File: src/rtl/commit_pkg.sv
// Shared encodings and the buffer entry layout seen by the commit stage.
package commit_pkg;

  localparam logic [1:0] S_NOT_USED  = 2'd0;
  localparam logic [1:0] S_EXECUTING = 2'd1;
  localparam logic [1:0] S_EXECUTED  = 2'd2;

  localparam logic [1:0] ALU    = 2'd0;
  localparam logic [1:0] BRANCH = 2'd1;
  localparam logic [1:0] LOAD   = 2'd2;
  localparam logic [1:0] STORE  = 2'd3;

  localparam logic [1:0] BYTE      = 2'd0;
  localparam logic [1:0] HALF_WORD = 2'd1;
  localparam logic [1:0] WORD      = 2'd2;

  typedef struct packed {
    logic [1:0]  e_state;
    logic [1:0]  Unit;
    logic [1:0]  rwmm;
    logic [7:0]  speculative_tag;
    logic [4:0]  Dest;
    logic [31:0] result;
    logic [31:0] A;
    logic [31:0] Vk;
  } entry_t;

endpackage

File: src/rtl/commit_unit.sv
// In-order retirement of the two oldest buffer entries: register-file writes,
// committed stores through a req/ack memory handshake, and retired-instruction count.
module commit_unit
  import commit_pkg::*;
#(
  parameter int INSTRET_W = 64
) (
  input  logic                 clk,
  input  logic                 reset,
  input  entry_t [1:0]         head,
  output logic   [1:0]         is_really_commited,
  output logic   [1:0]         is_commited_store,
  output logic   [1:0]         rf_we,
  output logic   [1:0][4:0]    rf_addr,
  output logic   [1:0][31:0]   rf_wdata,
  output logic                 mem_req,
  output logic   [31:0]        mem_addr,
  output logic   [31:0]        mem_wdata,
  output logic   [3:0]         mem_wstrb,
  input  logic                 mem_ack,
  output logic [INSTRET_W-1:0] instret
);

  // state | meaning
  // IDLE  | no store in flight; a ready store in head[0] is latched here
  // REQ   | mem_req high with address/data/strobe held until mem_ack
  localparam logic [0:0] IDLE = 1'b0;
  localparam logic [0:0] REQ  = 1'b1;

  logic [0:0]  state;
  logic [1:0]  ready;
  logic [1:0]  is_store;
  logic        commit0;
  logic        commit1;
  logic [1:0]  retire_cnt;
  logic [3:0]  lane_strb;
  logic [31:0] lane_data;

  always_comb begin
    for (int k = 0; k < 2; k++) begin
      ready[k]    = (head[k].e_state == S_EXECUTED) && (head[k].speculative_tag == 8'd0);
      is_store[k] = (head[k].Unit == STORE);
    end
  end

  // A store in slot 0 retires only on the acknowledged REQ cycle; slot 1 never retires a store.
  always_comb begin
    commit0 = is_store[0] ? ((state == REQ) && mem_ack) : ready[0];
    commit1 = commit0 && ready[1] && !is_store[0] && !is_store[1];
    retire_cnt = {1'b0, commit0} + {1'b0, commit1};
  end

  always_comb begin
    is_really_commited = {commit1, commit0};
    is_commited_store  = {1'b0, commit0 && is_store[0]};
    rf_we[0]    = commit0 && !is_store[0] && (head[0].Dest != 5'd0);
    rf_we[1]    = commit1 && (head[1].Dest != 5'd0);
    rf_addr[0]  = head[0].Dest;
    rf_addr[1]  = head[1].Dest;
    rf_wdata[0] = head[0].result;
    rf_wdata[1] = head[1].result;
  end

  // Unknown access sizes still handshake, but write no bytes.
  always_comb begin
    lane_strb = 4'b0000;
    lane_data = head[0].Vk;
    case (head[0].rwmm)
      BYTE: begin
        lane_strb = 4'b0001 << head[0].A[1:0];
        lane_data = {4{head[0].Vk[7:0]}};
      end
      HALF_WORD: begin
        lane_strb = 4'b0011 << {head[0].A[1], 1'b0};
        lane_data = {2{head[0].Vk[15:0]}};
      end
      WORD: begin
        lane_strb = 4'hF;
        lane_data = head[0].Vk;
      end
      default: begin
        lane_strb = 4'b0000;
        lane_data = head[0].Vk;
      end
    endcase
  end

  always_ff @(posedge clk) begin
    if (!reset) begin
      state     <= IDLE;
      mem_addr  <= 32'd0;
      mem_wdata <= 32'd0;
      mem_wstrb <= 4'd0;
      instret   <= '0;
    end else begin
      instret <= instret + INSTRET_W'(retire_cnt);
      case (state)
        IDLE: begin
          if (is_store[0] && ready[0]) begin
            mem_addr  <= {head[0].A[31:2], 2'b00};
            mem_wdata <= lane_data;
            mem_wstrb <= lane_strb;
            state     <= REQ;
          end
        end
        REQ: begin
          if (mem_ack) state <= IDLE;
        end
        default: state <= IDLE;
      endcase
    end
  end

  assign mem_req = (state == REQ);

  logic unused_ok;
  assign unused_ok = ^{head[1].A, head[1].Vk, head[1].rwmm};

endmodule

File: config.mk
export PLATFORM = sky130hd
export DESIGN_NAME = commit_unit
export DESIGN_NICKNAME = d
export VERILOG_FILES = /design/src/rtl/commit_pkg.sv /design/src/rtl/commit_unit.sv
export SDC_FILE = /design/constraint.sdc
export NUM_CORES = 1
export LEC_CHECK = 0
export ABC_AREA = 1
export BUFFER_PORTS_ARGS = -buffer_cell sky130_fd_sc_hd__buf_2
export CAP_MARGIN = 0
export CORE_AREA = 2 2 171 173
export DETAILED_ROUTE_END_ITERATION = 10
export DIE_AREA = 0 0 173 175
export HOLD_SLACK_MARGIN = 0.06
export PLACE_DENSITY = 0.58
export SYNTH_ARGS = -nofsm -noshare
export SYNTH_HDL_FRONTEND = slang
export SYNTH_SLANG_ARGS = --single-unit
File: constraint.sdc
create_clock -name clk -period 3.6 [get_ports clk]
set_input_delay 0.36 -clock clk [delete_from_list [all_inputs] [get_ports clk]]
set_output_delay 0.36 -clock clk [all_outputs]
set_load 0.03 [all_outputs]
Word-level counts from Yosys, hierarchy flattened:

Index checks and enable logic that the tools add are counted.

* add/subtract/negate cells: 2
* equality and inequality tests: 6
* shifts and indexed selects: 2
* multiplexer cells: 6
* bitwise gates (word level): 1
* reductions and logical operators: 19

Operators by type and width (count)
* adder 64 x 2 -> 64 bit: 1
* one-hot mux 32 bit (2 select lines): 1
* logical NOT 8 bit: 2
* one-hot mux 4 bit (3 select lines): 1
* logical AND 1 bit: 11
* == test 2 bit (second input constant): 5
* nonzero test 5 bit: 2
* << shifter 1 x 2 -> 4 bit (first input constant): 1
* << shifter 2 x 2 -> 4 bit (first input constant): 1
* 2-to-1 mux 1 bit: 3
* adder 1 x 1 -> 2 bit: 1
* == test 2 x 1 -> 1 bit (second input constant): 1
* logical NOT 1 bit: 2
* logical NOT 2 bit: 1
* one-hot mux 1 bit (2 select lines): 1
* AND reduction 2 bit: 1
* NOT 1 bit: 1

* flip-flop bits (word level): 131
* input bits: 233
* output and inout bits: 213
* logic and storage cells: 41

Logic depth before layout (Yosys ltp):

* depth in word-level cells: 8
* mapped depth: 16
* depth with buffers taken out: 16

Worst setup path before layout:

No wires, ideal clock.

* kind: input -> register
* from: input port head[104] (netlist name)
* to: register instret[44]
* library setup time: 0.116 ns
* data arrival time: 2.303 ns
* required time: 3.484 ns
* setup slack: 1.181 ns
* stages: 16
* path buffers: 0
* path through: nor2_1 nand4_1 nor2_1 nand2_1 nor2_1 fa_1 ha_1 nand2_2 nor2_8 nand2_4 nor2_8 nand2_4 nor2_8 nand3_1 nand2_1 nor2_1

* cells in the longest elaborated chain, start to end: 8

Ends and longest elaborated chain
* from (decl): RTL line commit_unit.sv:10 `input entry_t [1:0] head,`
* logical NOT 8 bit: RTL line commit_unit.sv:41 `ready[k] = (head[k].e_state == S_EXECUTED) && (head[k].speculative_tag == 8'd0);`
* logical AND 1 bit: RTL line commit_unit.sv:41
* 2-to-1 mux 1 bit: RTL line commit_unit.sv:48 `commit0 = is_store[0] ? ((state == REQ) && mem_ack) : ready[0];`
* logical AND 1 bit (3 in series): RTL line commit_unit.sv:49 `commit1 = commit0 && ready[1] && !is_store[0] && !is_store[1];`
* via commit1: RTL line commit_unit.sv:34 `logic commit1;`
* adder 1 x 1 -> 2 bit: RTL line commit_unit.sv:50 `retire_cnt = {1'b0, commit0} + {1'b0, commit1};`
* adder 64 x 2 -> 64 bit: RTL line commit_unit.sv:96 `instret <= instret + INSTRET_W'(retire_cnt);`
* to (signal assigned): RTL line commit_unit.sv:96
* to (decl): RTL line commit_unit.sv:21 `output logic [INSTRET_W-1:0] instret`

The timed path passes the listed nets, and every way through them passes these cells.
A chain may end at the register's enable or synchronous reset.

Worst setup path after layout:

* from: input port head[102] (netlist name)
* to: register instret[46]

* cells in the longest elaborated chain, start to end: 8

Ends and longest elaborated chain (RTL line)
* logical NOT 8 bit *: commit_unit.sv:41
* logical AND 1 bit *: commit_unit.sv:41
* 2-to-1 mux 1 bit *: commit_unit.sv:48
* logical AND 1 bit (3 in series): commit_unit.sv:49
* adder 1 x 1 -> 2 bit *: commit_unit.sv:50
* adder 64 x 2 -> 64 bit *: commit_unit.sv:96

Mark *: on every way between the ends. The rest lies on a longest branch, timed or not.

==> results_dict.tcl <==
set metrics [dict create \
    grt_max_degree 102 \
    r2r-start "mem_req$_SDFF_PN0_" \
    rsz0062_at_grt "false" \
    clk_path_buf_depth 2 \
    ir_drop_mv 0.256 \
    p_per_area_mw_per_mm2 378 \
    endpoint "instret[46]$_SDFF_PN0_" \
    clock_latency_ns 0.42 \
    fin_setup_tns_ns 0 \
    cp-startpoint "head[102]" \
    gp_congestion 0.837 \
    ys.warnings.count 0 \
    crit_required_ns 3.90 \
    hold_path_class "in2reg" \
    post-route-period-util_pct 74.0 \
    cts_resized 0 \
    synth-seq-cells 131 \
    p_leak_nw 4.30 \
    drc_errors 0 \
    start_util_pct 25.7 \
    die_width_um 173 \
    muxShareOfSynthArea_pct 0 \
    grt_pass1_vias 6687 \
    worst_pin_slew_ns 0.954 \
    grt_overflow 0 \
    cts_post_setup_buffers_inserted 0 \
    synthSimpleGateAreaFrac_pct 37.1 \
    syn_inst 1126 \
    synth_xor_area_share_pct 2.40 \
    drive_gt1_share_pct 24.6 \
    final_nets 1522 \
    syn_area_mm2 0.00730 \
    vias_per_cell 4.28 \
    first_pass_iters 5 \
    worstSetupEndpointType "flop" \
    syn-mean-instance-area_um2 6.48 \
    post-place-ws_ns 0.526 \
    die_h_um 175 \
    pin_count 446 \
    cts_tree "done" \
    maxSlewHeadroom_pct 36.4 \
    skew_ns 0.0122 \
    htreeDepth 4 \
    synth_area_leader_cell "dfxtp_1" \
    root_buffer "clkbuf_16" \
    slew_viol_final 0 \
    design.core.area_mm2 0.0284 \
    ant_nets 0 \
    hpwlAfterDp_um 16900 \
    ys_async_sr_fraction_pct 0 \
    seq_area_frac_synth_pct 35.9 \
    yosys.area_share.adder_pct 0.446 \
    die_area_mm2 0.0303 \
    fp-row-count 62 \
    r2r_cells 13 \
    path_max_fanout 7 \
    via_count 7203 \
    cts_sinks 131 \
    grt_pass1_wl_um 35700 \
    synth_compound_area_share_pct 7.68 \
    synth_ff_type "dfxtp_1" \
    drt_iter0_markers 457 \
    crit_arrival_ns 2.97 \
    worst_r2r_endpoint "instret[46]$_SDFF_PN0_" \
    setup_viol 0 \
    yosys-top-cells-area "dfxtp_1, nand2_1, nor2_1" \
    clk_pin_slew_ns 0.06 \
    fin_util_pct 31.3 \
    yosysMostFrequentCell "nand2_1" \
    status "completed" \
    synth_common_cells "nand2_1, nor2_1, dfxtp_1" \
    period_minus_slack_ns 2.67 \
    synth_top_area_share_pct 35.9 \
    io_buffers 248 \
    track_usage_pct 14.7 \
    cp-start-kind "primary input" \
    hold_viol_final 0 \
    hold_buffers 0 \
    n_antenna_cell 0 \
    reg2reg_slack_ns 1.08 \
    critPathKind "in2reg" \
    synth_top_family_by_area "simple AND/OR/NAND/NOR gates" \
    drt-total-wl_um 22300 \
    cts_buffers 17 \
    cap_violations 0 \
    area_growth_pct 21.8 \
    antenna_found_initial 0 \
    fmax_ghz 0.375 \
    synth-edff-count 0 \
    wire_per_inst_um 13.2 \
    synth.distinct_cells 38 \
    fin_ws_ns 0.935 \
]
[layout by cell type, fill, tap and decap left out, types with 16 or more instances in the layout]
master	n
nand2_1	295
buf_2	248
nor2_1	230
dfxtp_1	131
inv_1	116
a21oi_1	57
nand3_1	47
o21ai_0	39
clkbuf_16	17
xor2_1	16
[cells by family (layout without fill, tap and decap cells)]
group,count (synthesis),after routing
buffers and inverters,230,402
AND/OR/NAND/NOR,635,635
other,1,3
flip-flops,131,131
XOR/XNOR,20,20
adder cells (fa/ha/maj),2,2
AO/OA/AOI/OAI,107,107
[registers in the layout, summed over array words and instances (netlist names)]
name / flops
mem_req: 1
mem_wstrb: 4
instret: 64
mem_addr: 30
mem_wdata: 32
[critical path, stage by stage]
cell and delay (ns):
buf_2 0.09, nor2_1 0.11, nand4_1 0.09, nor2_1 0.29, nand2_1 0.18, nor2_1 0.24
fa_1 0.29, ha_1 0.23, nand2_2 0.11, nor2_8 0.17, nand2_4 0.08, nor2_4 0.17
nand2_2 0.12, nor2_4 0.20, nand3_1 0.10, nand2_1 0.07, nor2_1 0.04
[how the worst min path moves through the flow]
stage | from | to | slack [ns] | cells past startpoint
2_1_floorplan | head[60] | mem_addr[28]$_SDFFE_PN0P_ | 0.49 | 2
3_3_place_gp | mem_wdata[24]$_SDFFE_PN0P_ | mem_wdata[24]$_SDFFE_PN0P_ | 0.43 | 2
3_5_place_dp | mem_wdata[11]$_SDFFE_PN0P_ | mem_wdata[11]$_SDFFE_PN0P_ | 0.43 | 2
4_1_cts | head[55] | mem_addr[23]$_SDFFE_PN0P_ | 0.14 | 3
5_1_grt | head[60] | mem_addr[28]$_SDFFE_PN0P_ | 0.14 | 3
6_report | head[39] | mem_addr[7]$_SDFFE_PN0P_ | 0.17 | 3
[area by class of cell]
| cell class | instances | area, um2 |
|---|---|---|
| Fill cell | 3226 | 19500 |
| Multi-Input combinational cell | 767 | 3490 |
| Sequential cell | 131 | 2620 |
| Timing Repair Buffer | 252 | 1270 |
| Tap cell | 384 | 480 |
| Clock buffer | 19 | 453 |
| Inverter | 118 | 443 |
| Clock inverter | 13 | 126 |
[metal layers]
metal  wire (um)  part of all wire [%]  global-route usage (%)
met2        9950                    45                    24.0
met3        2010                   9.0                    5.18
met5           0                     0                       0
met4         372                   1.7                    4.80
met1        9960                    45                    18.1
[power by group]
part / total, mW / internal, mW / leakage (nW) / switching [mW]
Clock: 1.74 / 0.999 / 0.273 / 0.739
Combinational: 0.175 / 0.0679 / 2.97 / 0.107
Sequential: 1.45 / 1.45 / 1.05 / 0.000138
Total: 3.36 / 2.52 / 4.30 / 0.846
[per-stage QoR]
step | hold slack, ns | instances | instance area, um2 | total power [mW]
after global placement | 0.432 | 1652 | 8310 | 1.66
after detailed placement | 0.433 | 1652 | 8310 | 1.66
final | 0.165 | 1684 | 8890 | 3.36
after floorplan | 0.495 | 1128 | 7300 | 1.71
after CTS | 0.142 | 1684 | 8890 | 3.43
after global routing | 0.143 | 1684 | 8890 | 3.50
No activity file was read; power rests on OpenSTA's default activity.
